[src/rtl/cordic_pkg.sv]
// cordic_pkg: types and constants shared by the cordic_feeder slice.
//   cvec_t          - one signed Q8.7 vector pair (v0 in the upper half)
//   feed_state_t    - sequencer states of cordic_feeder
//   CORDIC_BUSY_CYC - cycles the attached rotator keeps ready low after start
package cordic_pkg;

  localparam int CORDIC_BUSY_CYC = 10;

  typedef struct packed {
    logic signed [15:0] v0;
    logic signed [15:0] v1;
  } cvec_t;

  typedef enum logic [1:0] {
    ST_IDLE  = 2'd0,
    ST_ISSUE = 2'd1,
    ST_BUSY  = 2'd2
  } feed_state_t;

endpackage

[src/rtl/sync_fifo.sv]
// sync_fifo: single-clock FIFO, W bits wide, DEPTH entries (power of two).
// Ports:
//   clk, reset (async, active low) - only the pointers are reset
//   push/din   - write when push && !full
//   pop/dout   - dout shows the head; pop advances when !empty
//   full, empty, level - occupancy status derived from the pointers
// Simultaneous push and pop are both honoured. A pushed entry becomes
// visible at dout one cycle later (no fall-through).
module sync_fifo #(
  parameter int W     = 8,
  parameter int DEPTH = 4,
  parameter int LW    = $clog2(DEPTH) + 1
) (
  input  logic          clk,
  input  logic          reset,
  input  logic          push,
  input  logic [W-1:0]  din,
  input  logic          pop,
  output logic [W-1:0]  dout,
  output logic          full,
  output logic          empty,
  output logic [LW-1:0] level
);

  localparam int AW = $clog2(DEPTH);

  // Pointers carry one extra wrap bit so full and empty are distinguishable.
  logic [AW:0]  wr_ptr, rd_ptr;
  logic [W-1:0] mem [DEPTH];
  logic         push_ok, pop_ok;

  assign push_ok = push && !full;
  assign pop_ok  = pop && !empty;

  assign level = LW'(wr_ptr - rd_ptr);
  assign full  = (level == LW'(DEPTH));
  assign empty = (wr_ptr == rd_ptr);
  assign dout  = mem[rd_ptr[AW-1:0]];

  always_ff @(posedge clk or negedge reset) begin
    if (!reset) begin
      wr_ptr <= '0;
      rd_ptr <= '0;
    end else begin
      if (push_ok) wr_ptr <= wr_ptr + 1'b1;
      if (pop_ok)  rd_ptr <= rd_ptr + 1'b1;
    end
  end

  // Storage is deliberately not reset; stale entries are never visible
  // because empty is derived from the reset pointers.
  always_ff @(posedge clk) begin
    if (push_ok) mem[wr_ptr[AW-1:0]] <= din;
  end

endmodule

[src/rtl/cordic_feeder.sv]
// cordic_feeder: stream front-end for the fixed-angle cordic rotator.
// Buffers input vectors in a FIFO, runs one vector at a time through the
// rotator's start/ready handshake and holds each result in a valid/ready
// output register together with its caller tag.
// Ports:
//   clk, reset (async, active low)
//   in_valid/in_ready/in_v0/in_v1/in_tag     - input stream (Q8.7 pairs)
//   out_valid/out_ready/out_v0/out_v1/out_tag - result stream
//   cr_reset/cr_start/cr_ready/cr_v*_i/cr_v*_o - rotator control and data
//   level - FIFO occupancy, err - sticky watchdog error
// Optional feature: define CORDIC_FEED_TIMEOUT_EN to add a BUSY watchdog
// that drops a stuck vector, resets the rotator and sets err.
module cordic_feeder
  import cordic_pkg::*;
#(
  parameter int DEPTH       = 4,
  parameter int TAG_W       = 4,
  parameter int TIMEOUT_CYC = 32
) (
  input  logic                       clk,
  input  logic                       reset,
  input  logic                       in_valid,
  output logic                       in_ready,
  input  logic [15:0]                in_v0,
  input  logic [15:0]                in_v1,
  input  logic [TAG_W-1:0]           in_tag,
  output logic                       out_valid,
  input  logic                       out_ready,
  output logic [15:0]                out_v0,
  output logic [15:0]                out_v1,
  output logic [TAG_W-1:0]           out_tag,
  output logic                       cr_reset,
  output logic                       cr_start,
  input  logic                       cr_ready,
  output logic [15:0]                cr_v0_i,
  output logic [15:0]                cr_v1_i,
  input  logic [15:0]                cr_v0_o,
  input  logic [15:0]                cr_v1_o,
  output logic [$clog2(DEPTH):0]     level,
  output logic                       err
);

  localparam int LW = $clog2(DEPTH) + 1;
  localparam int FW = TAG_W + $bits(cvec_t);

  // Elaboration-time parameter sanity.
  if (DEPTH < 2 || (DEPTH & (DEPTH - 1)) != 0) begin : g_bad_depth
    $error("cordic_feeder: DEPTH must be a power of two >= 2");
  end
  if (TIMEOUT_CYC < 2) begin : g_bad_timeout
    $error("cordic_feeder: TIMEOUT_CYC must be >= 2");
  end

  feed_state_t      state;
  logic             alive;      // low in reset, keeps in_ready low there
  logic [1:0]       rst_sr;     // rotator reset stretcher
  logic             fifo_full, fifo_empty, fifo_pop, fifo_push;
  logic [FW-1:0]    fifo_din, fifo_dout;
  cvec_t            head_vec, op_q;
  logic [TAG_W-1:0] head_tag, op_tag_q;
  logic             capture, to_hit;

  // ---------------- input FIFO ----------------
  assign in_ready  = alive && !fifo_full;
  assign fifo_push = in_valid && in_ready;
  assign fifo_din  = {in_tag, in_v0, in_v1};
  assign fifo_pop  = (state == ST_IDLE) && !fifo_empty;
  assign {head_tag, head_vec} = fifo_dout;

  sync_fifo #(.W(FW), .DEPTH(DEPTH), .LW(LW)) u_fifo (
    .clk   (clk),
    .reset (reset),
    .push  (fifo_push),
    .din   (fifo_din),
    .pop   (fifo_pop),
    .dout  (fifo_dout),
    .full  (fifo_full),
    .empty (fifo_empty),
    .level (level)
  );

  always_ff @(posedge clk or negedge reset) begin
    if (!reset) alive <= 1'b0;
    else        alive <= 1'b1;
  end

  // Rotator reset: held high in reset and for two edges after release.
  always_ff @(posedge clk or negedge reset) begin
    if (!reset) rst_sr <= 2'b11;
    else        rst_sr <= {rst_sr[0], 1'b0};
  end

  // Operands stay put from ISSUE until the next pop.
  assign cr_v0_i = op_q.v0;
  assign cr_v1_i = op_q.v1;

  // Result capture needs a finished rotation and a free (or freeing) slot.
  assign capture = (state == ST_BUSY) && cr_ready && (!out_valid || out_ready);

  // ---------------- sequencer + output register ----------------
  always_ff @(posedge clk or negedge reset) begin
    if (!reset) begin
      state     <= ST_IDLE;
      cr_start  <= 1'b0;
      op_q      <= '0;
      op_tag_q  <= '0;
      out_valid <= 1'b0;
      out_v0    <= '0;
      out_v1    <= '0;
      out_tag   <= '0;
    end else begin
      case (state)
        ST_IDLE: begin
          if (fifo_pop) begin
            op_q     <= head_vec;
            op_tag_q <= head_tag;
            cr_start <= 1'b1;
            state    <= ST_ISSUE;
          end
        end
        ST_ISSUE: begin
          cr_start <= 1'b0;
          state    <= ST_BUSY;
        end
        ST_BUSY: begin
          if (capture)     state <= ST_IDLE;
          else if (to_hit) state <= ST_IDLE;  // vector dropped, no output
        end
        default: begin
          cr_start <= 1'b0;
          state    <= ST_IDLE;
        end
      endcase

      // A capture in the same cycle as an accept overwrites the slot.
      if (capture) begin
        out_valid <= 1'b1;
        out_v0    <= cr_v0_o;
        out_v1    <= cr_v1_o;
        out_tag   <= op_tag_q;
      end else if (out_ready) begin
        out_valid <= 1'b0;
      end
    end
  end

  // ---------------- optional BUSY watchdog ----------------
`ifdef CORDIC_FEED_TIMEOUT_EN
  localparam int TW = $clog2(TIMEOUT_CYC + 1);

  logic [TW-1:0] to_cnt;
  logic          err_q, to_rst_q;

  // Fires on the TIMEOUT_CYC-th consecutive BUSY cycle with ready low.
  assign to_hit = (state == ST_BUSY) && !cr_ready && (to_cnt == TW'(TIMEOUT_CYC - 1));

  always_ff @(posedge clk or negedge reset) begin
    if (!reset) begin
      to_cnt   <= '0;
      err_q    <= 1'b0;
      to_rst_q <= 1'b0;
    end else begin
      if (state == ST_BUSY && !cr_ready && !to_hit) to_cnt <= to_cnt + 1'b1;
      else                                          to_cnt <= '0;
      err_q    <= err_q | to_hit;
      to_rst_q <= to_hit;
    end
  end

  assign err      = err_q;
  assign cr_reset = rst_sr[1] | to_rst_q;
`else
  assign to_hit   = 1'b0;
  assign err      = 1'b0;
  assign cr_reset = rst_sr[1];
`endif

endmodule
[config.mk]
export PLATFORM = sky130hd
export DESIGN_NAME = cordic_feeder
export DESIGN_NICKNAME = d
export VERILOG_FILES = /design/src/rtl/cordic_pkg.sv /design/src/rtl/sync_fifo.sv /design/src/rtl/cordic_feeder.sv
export SDC_FILE = /design/constraint.sdc
export NUM_CORES = 1
export LEC_CHECK = 0
export CAP_MARGIN = 20
export CORE_MARGIN = 2
export CORE_UTILIZATION = 34
export CTS_BUF_LIST = sky130_fd_sc_hd__clkbuf_8
export DETAILED_ROUTE_END_ITERATION = 7
export SYNTH_ARGS = -nofsm -noshare
export SYNTH_HDL_FRONTEND = slang
export SYNTH_HIERARCHICAL = 1
export SYNTH_SLANG_ARGS = --single-unit
[constraint.sdc]
create_clock -name clk -period 3.6 [get_ports clk]
set_clock_uncertainty 0.1 [all_clocks]
set_input_delay 0.36 -clock clk [delete_from_list [all_inputs] [get_ports clk]]
set_output_delay 0.36 -clock clk [all_outputs]
set_load 0.01 [all_outputs]
==> reports/qor.txt <==
status - completed
post-synthesis simple-gate area fraction - 1.189%
clock share of power - 25.0%
Synth area leader - edfxtp_1
worst skew pair latency - 520 ps
Port Buffer Count - 147
Routed Antenna Nets - 0
Peak Freq - 0.2924 GHz
RSZ-0062 raised after global routing - false
data arrival time of the worst path - 2960 ps
Min-Delay Path Depth - 0
Final Cycle Share - 94.98%
routed len/inst - 17.57 um
worst min path class - reg2reg
H-tree levels - 2
leakage - 4.147 nW
syn avg cell area - 21.25 um2
post-synthesis mux area share - 19.17%
Compound-Gate Fraction of Synth Area - 0.8266%
die area - 26670 um2
core box area - 25040 um2
top-count cell post-synth - edfxtp_1
crit-path most repeated cell - inv_1
CTS Buf Count - 40
proportion of layout cells with a drive suffix above 1 - 31.15%
startpoint types - flip-flop
Sw Ratio - 28.65%
Post-synth EDFFs - 144
initial antenna violation count - 1
largest net degree at the start of global routing - 68
R2R setup slack - 330 ps
WL final - 16800 um
Final setup viols - 0
crit path cell chain - inv_1, ha_1, inv_1, fa_1, and2b_2, and2_2, nor2b_1, clkdlybuf4s50_1
HPWL Detailed - 10950 um
Pwr Density - 879.4 nW/um2
Worst path slowest cell - clkdlybuf4s50_1
Worst R2R Path Depth - 11
final routed DRC violation total - 0
Seq/Total Area, Yosys - 74.80%
XOR/XNOR share of the synthesized area - 0.7831%
NetSw - 2.866 mW
Pint - 7.135 mW
CP startpoint - u_fifo/wr_ptr[0]
initial DRC count - 247
I/O Pins - 149
Synth Register Bits - 229
routability congestion estimate - 0.7074
Synthesis Warnings - 6
largest family of logic cells by synthesized area - multiplexers
diode count - 0
Die Y-Extent - 163.3 um
Core Rows - 58
first-pass GRT wire length - 26140 um
vias in the first global route - 4654
critical path endpoint category - output port
Max Cap Viol - 0
cts repair resizes - 0
WS Path Type - reg2out
Synth cell types - 33
Synth top cells by count - edfxtp_1 (144), dfrtp_1 (83), mux2_2 (72)
Die Wd - 163.3 um
worst r2r dst - u_fifo/mem[1][9]
asr flop ratio synth - 37.12%
CTS sink cnt - 229
Mapped Cells - 406
WHS Endpoint - rst_sr[1]
drt pass-1 iters - 4
DR vias/cell - 4.596
clock tree buffer depth - 3
worst hold start - rst_sr[0]
Top delay family on crit path - buffers and inverters
Slew Limit Fails - 0
Gate power share - 36.1%
# fillers - 2142
worst vdd ir - 0.3611 mV
grt total ovfl - 0
Final nets - 675
Pwr Total - 10.00 mW
area fraction of the dominant cell type after synthesis - 50.12%
buffer and inverter count on the worst path - 3
Crit path required time - 3140 ps
post-route minimum period - 3419 ps
Clk pin slew, worst setup/hold paths - 60 ps
Synth Cell Area - 8628 um2
RR Startpoint - u_fifo/wr_ptr[0]
worst slew pin tran - 881.6 ps
Rel. slew slack - 41.22%
top cells by area, synth - edfxtp_1 (50%), dfrtp_1 (24%), mux2_2 (9.4%)
slowest cell delay on critical path - 570 ps
Root Driver - clkbuf_8
Reg power frac - 38.9%
vias after detailed routing - 4394
Crit Path Max Fanout - 4
CTS tree - done
setup TNS - 0 ps
Initial Util - 34.46%
Adder-Cell Fraction of Synth Area - 1.247%
final hold vios - 0
Syn-to-layout area delta - 31.80%
top_reg_cell synth - edfxtp_1
gr usage total - 12.75%
## power groups by stage
stage                     registers (mW)  logic [mW]  clock network [mW]
after floorplan                     4.08        1.99                   0
after global placement              3.91        3.65                   0
after detailed placement            3.96        3.68                   0
after CTS                           3.90        3.71                2.59
after global routing                3.98        3.92                2.69
final                               3.89        3.61                2.50
## placed cells by master (no fill, tap or decap), drive strengths merged, types with 2 or more instances in the layout
cell / Yosys / routed
clkdlybuf4s50: 0 / 146
edfxtp: 144 / 144
dfrtp: 83 / 83
mux2: 74 / 74
clkbuf: 1 / 47
mux4: 36 / 36
inv: 8 / 18
buf: 16 / 15
clkinv: 0 / 11
ha: 7 / 7
and2: 6 / 6
nand2: 4 / 4
bufinv: 0 / 4
xnor2: 4 / 4
o21ai: 3 / 3
conb: 2 / 3
clkinvlp: 0 / 2
dfstp: 2 / 2
nor3: 2 / 2
## stage by stage
| step | cells | setup slack, ps | instance area [um2] | hold slack (ps) | utilization, % |
|---|---|---|---|---|---|
| final | 956 | 180.5 | 11370 | 259.8 | 45.42 |
| after global routing | 956 | 39.98 | 11370 | 269.0 | 45.42 |
| after CTS | 956 | 126.7 | 11370 | 265.5 | 45.42 |
| after detailed placement | 881 | 348.7 | 10500 | 248.7 | 41.92 |
| after global placement | 881 | 428.7 | 10500 | 246.0 | 41.92 |
| after floorplan | 407 | 56.70 | 8632 | -35.59 | - |
## timing repair
action	4_1_cts	5_1_grt
hold endpoints to repair	66	0
setup buffers	0	0
hold buffers	1	0
## area by class of cell
type	count	area [um2]	area share, %
sequential	229	6459	56.79
timing repair buffer	162	1584	13.93
tap	330	412.9	3.631
clock inverter	27	220.2	1.936
multi-input combinational	153	2019	17.76
inverter	8	30.03	0.2641
clock buffer	47	646.9	5.688
## registers in the layout, indices dropped and copies added, names as in the netlist
signal,cells
u_fifo/mem,144
cr_v0_i,16
cr_v1_i,16
out_v0,16
out_v1,16
op_tag_q,4
out_tag,4
u_fifo/rd_ptr,3
u_fifo/wr_ptr,3
rst_sr,2
state,2
alive,1
cr_start,1
out_valid,1
## per-layer routing
metal  share of wire (%)  track usage, %  wire [um]  up-vias
met4                 2.2           4.706        376        2
li1                    -               -          -     1959
met5               0.071               0         12        -
met2                  47           20.37       7859      169
met1                  43           16.26       7163     2227
met3                 8.2           4.165       1382       37
## worst max-delay path by stage
stage | slack (ps) | endpoint | cells after the start
after global placement | 430 | u_fifo/mem[0][3] | 11
after detailed placement | 350 | u_fifo/mem[2][6] | 11
after CTS | 130 | in_ready | 8
after global routing | 40 | in_ready | 8
final | 180 | in_ready | 8
after floorplan | 60 | u_fifo/mem[0][0] | 10
## cell families after synthesis
family	Yosys count
buffers and inverters	25
muxes	111
AOI/OAI and AO/OA	8
and+or+nand+nor	17
xor gates and xnor gates	6
adders and majority gates	8
DFF	229
other	2
(Power assumes the default switching activity.)
